===== src/rtl/alarm_beep_sequencer.sv =====
// -----------------------------------------------------------------------------
// alarm_beep_sequencer
//
// Purpose
//   Drives the alarm buzzer. A start pulse plays BEEPS tone bursts. Each burst
//   is ON_TICKS ticks of square-wave tone, and the bursts are separated by
//   OFF_TICKS ticks of silence. A tick prescaler (I_CLK cycles per tick), a
//   phase tick counter and a tone half-period divider are cleared on every
//   state entry, so every phase starts from a known point.
//
// Optional feature (compile-time macro): ALARM_SNOOZE_EN
//   When it is defined, snooze during ON/OFF enters a SNOOZE hold-off of
//   SNOOZE_TICKS ticks and then restarts the whole sequence from burst 0.
//   When it is undefined, the snooze port is present but has no effect, and no
//   SNOOZE state exists.
//
// Ports
//   I_CLK     in   1  system clock
//   rst_n     in   1  asynchronous reset, active low
//   start     in   1  one-cycle request to begin a sequence (ignored while busy)
//   stop      in   1  abort (level); has priority over start, snooze, phase end
//   snooze    in   1  snooze request (only with ALARM_SNOOZE_EN)
//   O_BUZZ    out  1  buzzer square wave, 0 outside ON
//   busy      out  1  high whenever the sequencer is not idle
//   beep_idx  out  8  0-based index of the current burst
//   done      out  1  one-cycle pulse on normal completion, aligned with busy falling
//
// Handshake: start is a single-cycle request sampled on I_CLK. There is no
// ready signal. A start that is sampled while busy is dropped.
// All outputs are registered.
// -----------------------------------------------------------------------------
module alarm_beep_sequencer #(
  parameter int TICK_DIV     = 100000,
  parameter int TONE_DIV     = 50000,
  parameter int ON_TICKS     = 200,
  parameter int OFF_TICKS    = 200,
  parameter int BEEPS        = 5,
  parameter int SNOOZE_TICKS = 5000
) (
  input  logic       I_CLK,
  input  logic       rst_n,
  input  logic       start,
  input  logic       stop,
  input  logic       snooze,
  output logic       O_BUZZ,
  output logic       busy,
  output logic [7:0] beep_idx,
  output logic       done
);

`ifdef ALARM_SNOOZE_EN
  typedef enum logic [1:0] {
    S_IDLE   = 2'd0,
    S_ON     = 2'd1,
    S_OFF    = 2'd2,
    S_SNOOZE = 2'd3
  } state_t;

  localparam int MAX_ON_OFF = (ON_TICKS > OFF_TICKS) ? ON_TICKS : OFF_TICKS;
  localparam int MAX_TICKS  = (SNOOZE_TICKS > MAX_ON_OFF) ? SNOOZE_TICKS : MAX_ON_OFF;
`else
  typedef enum logic [1:0] {
    S_IDLE = 2'd0,
    S_ON   = 2'd1,
    S_OFF  = 2'd2
  } state_t;

  localparam int MAX_TICKS = (ON_TICKS > OFF_TICKS) ? ON_TICKS : OFF_TICKS;
  // The snooze input and the snooze length are deliberately left unused in this build.
  localparam int unused_snooze_ticks = SNOOZE_TICKS;
  logic unused_snooze;
  assign unused_snooze = snooze;
`endif

  // The prescaler counts 0..TICK_DIV-1, the phase counter counts ticks
  // 0..N-1, and the tone divider counts 0..TONE_DIV/2-1.
  localparam int PW   = (TICK_DIV > 2) ? $clog2(TICK_DIV) : 1;
  localparam int TW   = (MAX_TICKS > 1) ? $clog2(MAX_TICKS) : 1;
  localparam int HALF = TONE_DIV / 2;
  localparam int HW   = (HALF > 1) ? $clog2(HALF) : 1;

  state_t          state_q, state_d;
  logic [PW-1:0]   pre_q, pre_d;
  logic [TW-1:0]   tick_q, tick_d;
  logic [HW-1:0]   tone_q, tone_d;
  logic            buzz_d, busy_d, done_d;
  logic [7:0]      idx_d;
  logic [TW-1:0]   phase_last;
  logic            phase_end;

  // State register and all registered outputs.
  always_ff @(posedge I_CLK or negedge rst_n) begin
    if (!rst_n) begin
      state_q  <= S_IDLE;
      pre_q    <= '0;
      tick_q   <= '0;
      tone_q   <= '0;
      O_BUZZ   <= 1'b0;
      busy     <= 1'b0;
      done     <= 1'b0;
      beep_idx <= 8'd0;
    end else begin
      state_q  <= state_d;
      pre_q    <= pre_d;
      tick_q   <= tick_d;
      tone_q   <= tone_d;
      O_BUZZ   <= buzz_d;
      busy     <= busy_d;
      done     <= done_d;
      beep_idx <= idx_d;
    end
  end

  // Last tick index of the current phase.
  always_comb begin
    phase_last = '0;
    case (state_q)
      S_ON:     phase_last = TW'(ON_TICKS - 1);
      S_OFF:    phase_last = TW'(OFF_TICKS - 1);
`ifdef ALARM_SNOOZE_EN
      S_SNOOZE: phase_last = TW'(SNOOZE_TICKS - 1);
`endif
      default:  phase_last = '0;
    endcase
  end

  // A phase of N ticks ends on its N*TICK_DIV-th cycle. The transition then
  // happens on the following edge.
  assign phase_end = (pre_q == PW'(TICK_DIV - 1)) && (tick_q == phase_last);

  // Next-state logic and next-output logic.
  always_comb begin
    state_d = state_q;
    idx_d   = beep_idx;
    buzz_d  = 1'b0;
    done_d  = 1'b0;
    tone_d  = tone_q;
    tick_d  = tick_q;
    if (pre_q == PW'(TICK_DIV - 1)) begin
      pre_d  = '0;
      tick_d = tick_q + TW'(1);
    end else begin
      pre_d = pre_q + PW'(1);
    end

    case (state_q)
      S_IDLE: begin
        idx_d = 8'd0;
        if (start && !stop) begin
          state_d = S_ON;
        end
      end

      S_ON: begin
        if (stop) begin
          state_d = S_IDLE;
          idx_d   = 8'd0;
`ifdef ALARM_SNOOZE_EN
        end else if (snooze) begin
          state_d = S_SNOOZE;
`endif
        end else if (phase_end) begin
          if (beep_idx == 8'(BEEPS - 1)) begin
            state_d = S_IDLE;
            idx_d   = 8'd0;
            done_d  = 1'b1;
          end else begin
            state_d = S_OFF;
          end
        end else if (tone_q == HW'(HALF - 1)) begin
          tone_d = '0;
          buzz_d = ~O_BUZZ;
        end else begin
          tone_d = tone_q + HW'(1);
          buzz_d = O_BUZZ;
        end
      end

      S_OFF: begin
        if (stop) begin
          state_d = S_IDLE;
          idx_d   = 8'd0;
`ifdef ALARM_SNOOZE_EN
        end else if (snooze) begin
          state_d = S_SNOOZE;
`endif
        end else if (phase_end) begin
          state_d = S_ON;
          idx_d   = beep_idx + 8'd1;
        end
      end

`ifdef ALARM_SNOOZE_EN
      S_SNOOZE: begin
        if (stop) begin
          state_d = S_IDLE;
          idx_d   = 8'd0;
        end else if (phase_end) begin
          // Snooze restarts the whole sequence from the first burst.
          state_d = S_ON;
          idx_d   = 8'd0;
        end
      end
`endif

      default: begin
        state_d = S_IDLE;
        idx_d   = 8'd0;
      end
    endcase

    // Each state entry restarts its counters, and IDLE holds them at zero.
    if ((state_d != state_q) || (state_d == S_IDLE)) begin
      pre_d  = '0;
      tick_d = '0;
      tone_d = '0;
    end

    busy_d = (state_d != S_IDLE);
  end

endmodule


===== config.mk =====
export PLATFORM = sky130hd
export DESIGN_NAME = alarm_beep_sequencer
export DESIGN_NICKNAME = d
export VERILOG_FILES = /design/src/rtl/alarm_beep_sequencer.sv
export SDC_FILE = /design/constraint.sdc
export NUM_CORES = 1
export LEC_CHECK = 0
export ABC_AREA = 1
export CAP_MARGIN = 20
export CORE_ASPECT_RATIO = 1.4
export CORE_MARGIN = 10
export CORE_UTILIZATION = 30
export DETAILED_ROUTE_END_ITERATION = 7
export PLACE_DENSITY = 0.54
export SLEW_MARGIN = 20
export SYNTH_ARGS = -nofsm -noshare
export SYNTH_HDL_FRONTEND = slang
export SYNTH_SLANG_ARGS = --single-unit

===== constraint.sdc =====
create_clock -name I_CLK -period 2.72 [get_ports I_CLK]
set_clock_uncertainty 0.05 [all_clocks]
set_input_delay 0.544 -clock I_CLK [delete_from_list [all_inputs] [get_ports I_CLK]]
set_output_delay 0.544 -clock I_CLK [all_outputs]
set_load 0.05 [all_outputs]

==> results of run 1 <==
-- synth_stat cells (7+ instances only) --
cell type	count
dfrtp_1	53
nand2_1	65
nor2_1	43
nand4_1	16
nor3_1	25
nand3_1	28
inv_1	59
ha_1	9
a21oi_1	7
nor3_2	8
xor2_1	16
nor2_2	12
o21ai_0	12
-- final cells by class --
type,count,area share
multi-input combinational,279,0.431
sequential,53,0.355
clock inverter,3,0.00569
timing repair buffer,28,0.0662
tap,138,0.0462
clock buffer,5,0.0335
inverter,63,0.0632
-- power by group --
| group | internal (mW) | total, mW | switching (mW) | leakage (nW) |
|---|---|---|---|---|
| clock | 0.344 | 0.669 | 0.324 | 0.0702 |
| sequential | 0.807 | 0.818 | 0.0109 | 0.738 |
| combinational | 0.137 | 0.429 | 0.291 | 0.760 |
-- through the flow --
stage | hold WS (ns) | setup slack (ns)
finish | 0.0786 | 0.215
global route | 0.103 | -0.000586
CTS | 0.0862 | 0.0152
detailed placement | 0.414 | 0.0349
global placement | 0.414 | 0.0825
floorplan | 0.198 | 0.344
-- state kept, by name, summed over array words and instances (netlist names) --
signal,count
tone_q,15
busy,1
beep_idx,8
state_q,2
done,1
tick_q,8
O_BUZZ,1
pre_q,17
-- routing by layer --
metal	track usage	routed length, um	vias up	part of all wire
met1	0.103	3020	1262	0.43
met5	0	0	-	0
met2	0.173	3690	42	0.52
met3	0.0172	224	9	0.032
met4	0.0437	134	0	0.019
li1	-	-	1359	-
-- repair_timing --
action                     in CTS  in global routing
hold buffers                    0                  0
resized for setup               0                  6
setup endpoints to repair       0                 38
setup buffers                   0                  2
-- worst max path at each step --
stage                    start  depth (start not counted)         to
global route        state_q[1]                         16  tone_q[7]
finish              state_q[1]                         16  pre_q[14]
floorplan           state_q[1]                         17   pre_q[6]
global placement    state_q[1]                         15  pre_q[15]
CTS                 state_q[1]                         15  pre_q[15]
detailed placement  state_q[1]                         15  pre_q[15]
-- critical path, stage by stage (launching register included) --
cell and delay, ns:
dfrtp_1 0.39, inv_1 0.11, ha_1 0.28, o21ai_0 0.16, nand3_1 0.16, nor2_4 0.18
nand3_1 0.11, nand2_1 0.08, nand2_1 0.07, nand2_1 0.06, nand2_1 0.07, nand2_2 0.12
nand2_2 0.08, nand2_4 0.09, nand2_2 0.07, buf_6 0.20, nor3_1 0.14
-- kinds of logic (layout without fill, tap and decap cells) --
group,Yosys count,after routing,share of synthesized area
simple gates,223,223,0.356
buf+inv,70,99,0.0915
flops,53,53,0.413
compound gates,28,28,0.0534
xor+xnor,19,19,0.0518
fa+ha+maj,9,9,0.0350
==> results.ini, run 1 <==
[finish]
nets=444
layout_common_cells=65 x nand2_1, 59 x inv_1, 53 x dfrtp_1
drive_above_1_share=0.148
fin_cells=569
final_common_cell=nand2_1
diodes=0
finalInstanceArea_sq_mm=0.00374
fin_util=0.359
multi_input_area_sq_mm=0.00161
area.growth.synth_to_final_pct=16.4
regArea_sq_mm=0.00133
fillers=1092

[place]
place_inst=559
place_area_sq_mm=0.00355
gp_congestion=0.830
dp_hpwl_mm=5.18
io_buffer_count=14

[grt]
gr-usage-all-layers=0.0950
grt_max_degree=25
gr-total-overflow=0
antenna_found_initial=0
grt_pass1_wl_mm=12.0
grt_pass1_vias=2627

[worst_setup_path]
rrSetupSlack_ns=0.22
endpoint_kind=register
ff2ff_path_depth=16
startpoint_type=register
r2r_end=pre_q[14]
cp_max_fo=20
timing.rr.start=state_q[1]
cp.required_ns=2.89
arrival_ns=2.67
crit_type=register to register

[drt]
routed_wl_mm=7.07
vias_per_cell=4.70
ant_nets=0
vias=2672
wl_per_cell_um=12.4
firstDrtPassIters=5
drtIter0Drc=116
drc=0

[outcome]
outcome=completed

[die]
core_area_sq_mm=0.0104
start_util=0.309
die_h_um=142
num_rows=44
ios=16
die_w_um=107
die_area_sq_mm=0.0153

[synth]
ys.warnings.count=0
synth_nets=416
synth_cell_types=37
synthFlopType=dfrtp_1
avgSynthCellArea_sq_um=7.99
syn_area_sq_mm=0.00321
synth_cells=402
ys_seq_elements=53
synth_edf_count=0
synthTopCellsByArea=dfrtp_1 41%, nand2_1 7.6%, inv_1 6.9%, nor2_1 5.0%, nand3_1 4.4%
yosys.area.top_type=dfrtp_1
ys_async_sr_fraction=1.00
synth_top_area_share=0.413
seq_area_frac_synth=0.413

[clock_network]
clk_latency_ns=0.30
root_buffer=clkbuf_16
cts_tree=done
max-clock-path-buffers=2
cts_inserted_buffers=5
cts_max_level=2
clkSinkCount=53
clk_pin_slew_ns=0.08

[sta]
tightestPinTransition_ns=0.633
slew_headroom=0.577
fmax_mhz=399
finalMaxSlewViolations=0
fin_tns_setup_ns=0
post-route-min-period_ns=2.50
fin_crit_sh=0.921
hold_viol=0
setup_viol=0

[pwr]
powerDensity_mw_per_mm2=512
p_total_mw=1.92
vdd_drop_max_uv=371
p_leak_nw=1.57

[hold_path]
worstHoldPathType=primary input to async pin

[job]
cap_viol_max_count=0

Power figures use the tool's default switching activity.
==> inputs of run 2 (changes only) <==
CTS_BUF_LIST = sky130_fd_sc_hd__clkbuf_4 sky130_fd_sc_hd__clkbuf_8 sky130_fd_sc_hd__clkbuf_16   (was default)
PLACE_DENSITY = 0.55   (was 0.54)
clock period = 2.2 ns   (was 2.72 ns; I/O delays follow)
==> results.ini, run 2 (synthesis results as in run 1) <==
[outcome]
outcome=finished with violations
violations=negative setup slack

[finish]
fillers=1030
fin_util=0.430
diodes=0
reg.largest.list=pre_q (17), tone_q (15)
area.growth.synth_to_final_pct=39.3
largest_reg_flops=17
regMostFlops=pre_q
layout_common_cells=55 x nand2_1, 54 x inv_1, 51 x dfrtp_1
fin_cells=613
final_common_cell=nand2_1
nets=488
drive_above_1_share=0.326

[place]
gp_congestion=0.818
place_inst=594
dp_slack_ns=-0.167
dp_hpwl_mm=5.41
io_buffer_count=14

[sta]
tightestPinTransition_ns=0.514
layout_setup_ws_ns=-0.114
hold_viol=0
fin_tns_setup_ns=-2.58
finalMaxSlewViolations=0
fmax_mhz=432
setup_viol=34
slew_headroom=0.654
fin_crit_sh=1.05
grt_setup_unrepaired=yes
holdWs_ns=0.0323
post-route-min-period_ns=2.31

[drt]
vias=2927
drc=0
wl_per_cell_um=13.0
vias_per_cell=4.77
firstDrtPassIters=6
ant_nets=0
routed_wl_mm=7.98
drtIter0Drc=111

[die]
die_area_sq_mm=0.0153
core_area_sq_mm=0.0104
die_h_um=142
die_w_um=107
start_util=0.309
num_rows=44
ios=16

[clock_network]
clk_pin_slew_ns=0.07
clk_latency_ns=0.30
max-clock-path-buffers=2
cts_max_level=2
cts_tree=done
root_buffer=clkbuf_16
cts_inserted_buffers=5
clkSinkCount=53

[hold_path]
worstHoldPathType=primary input to async pin

[worst_setup_path]
timing.rr.start=state_q[0]
critical_path.max_stage_delay_ns=0.39
ff2ff_path_depth=17
rrSetupSlack_ns=-0.11
crit_chain=inv_2 > ha_4 > o21ai_2 > nand3_2 > nor2_4 > nand3_2 > nand2_1 > nand2_2 > nand2_2 > nand2_4 > nand2_4 > nand2_4 > nand2_4 > nand2_4 > buf_12 > buf_16 > nor3_4
cp.required_ns=2.37
cp_max_fo=8
crit_type=register to register
r2r_end=tone_q[9]
path_delay_family=simple AND/OR/NAND/NOR gates
path_buf_inv=3
arrival_ns=2.48
startpoint_type=register
cp_slowest_cell=dfrtp_1
worst_path_most_repeated_cell=nand2_4
endpoint_kind=register

[grt]
grt_pass1_wl_mm=13.4
antenna_found_initial=0
gr-total-overflow=0
gr-usage-all-layers=0.107
grt_pass1_vias=2935
grt_max_degree=38

[job]
cap_viol_max_count=0

[pwr]
p_leak_nw=1.86
vdd_drop_max_uv=286
powerDensity_mw_per_mm2=616

==> run 2: cell types whose count changed in the layout (fill, tap and decap cells not counted), sizes merged <==
cell    change
clkbuf      +3
buf        +44
clkinv      -1
inv         -2
==> run 2: how the worst max path moves through the flow <==
| stage | start | endpoint | slack, ns | cells after the start |
|---|---|---|---|---|
| 2_1_floorplan | state_q[1] | pre_q[6] | -0.04 | 18 |
| 3_3_place_gp | stop | pre_q[14] | -0.15 | 12 |
| 6_report | state_q[0] | tone_q[9] | -0.11 | 17 |
| 5_1_grt | state_q[1] | tone_q[9] | -0.26 | 18 |
| 3_5_place_dp | stop | pre_q[14] | -0.17 | 12 |
| 4_1_cts | state_q[1] | pre_q[3] | -0.11 | 16 |
==> run 2: metrics by stage <==
stage	total power, mW	area [sq um]
3_5_place_dp	1.63	3860
2_1_floorplan	1.41	3240
6_report	2.76	4470
5_1_grt	2.88	4470
3_3_place_gp	1.62	3860
4_1_cts	2.73	4300
==> run 2: where the power goes <==
group          total (mW)  switching (mW)  internal, mW
sequential           1.01          0.0129         0.999
clock               0.826           0.346         0.480
combinational       0.918           0.524         0.394
==> run 2: repair_timing <==
item / 4_1_cts / 5_1_grt
setup buffers: 5 / 5
setup endpoints to repair: 40 / 40
gates resized for setup: 37 / 43
endpoints found under the hold margin: 0 / 0
cloned: 3 / 0
hold buffers: 0 / 0
pin swaps: 11 / 14
==> run 2: layout make-up <==
type | count | area [sq um] | area share
Inverter | 63 | 240 | 0.0537
Sequential cell | 53 | 1330 | 0.297
Timing Repair Buffer | 72 | 667 | 0.149
Clock buffer | 8 | 154 | 0.0344
Multi-Input combinational cell | 279 | 1910 | 0.427
Tap cell | 138 | 173 | 0.0386
==> run 2: routing by layer <==
metal	routed length, um	global-route usage	vias to the layer above
li1	-	-	1447
met1	3260	0.113	1429
met2	4290	0.197	39
met3	282	0.0263	12
met4	142	0.0423	0
met5	0	0	-
==> run 2: worst reg2reg max path, cell delays in order, from the launching register on <==
cell and delay, ns:
dfrtp_1 0.39, inv_2 0.08, ha_4 0.22, o21ai_2 0.12
nand3_2 0.11, nor2_4 0.18, nand3_2 0.09, nand2_1 0.09
nand2_2 0.07, nand2_2 0.08, nand2_4 0.06, nand2_4 0.09
nand2_4 0.06, nand2_4 0.06, nand2_4 0.07, buf_12 0.15
buf_16 0.15, nor3_4 0.11
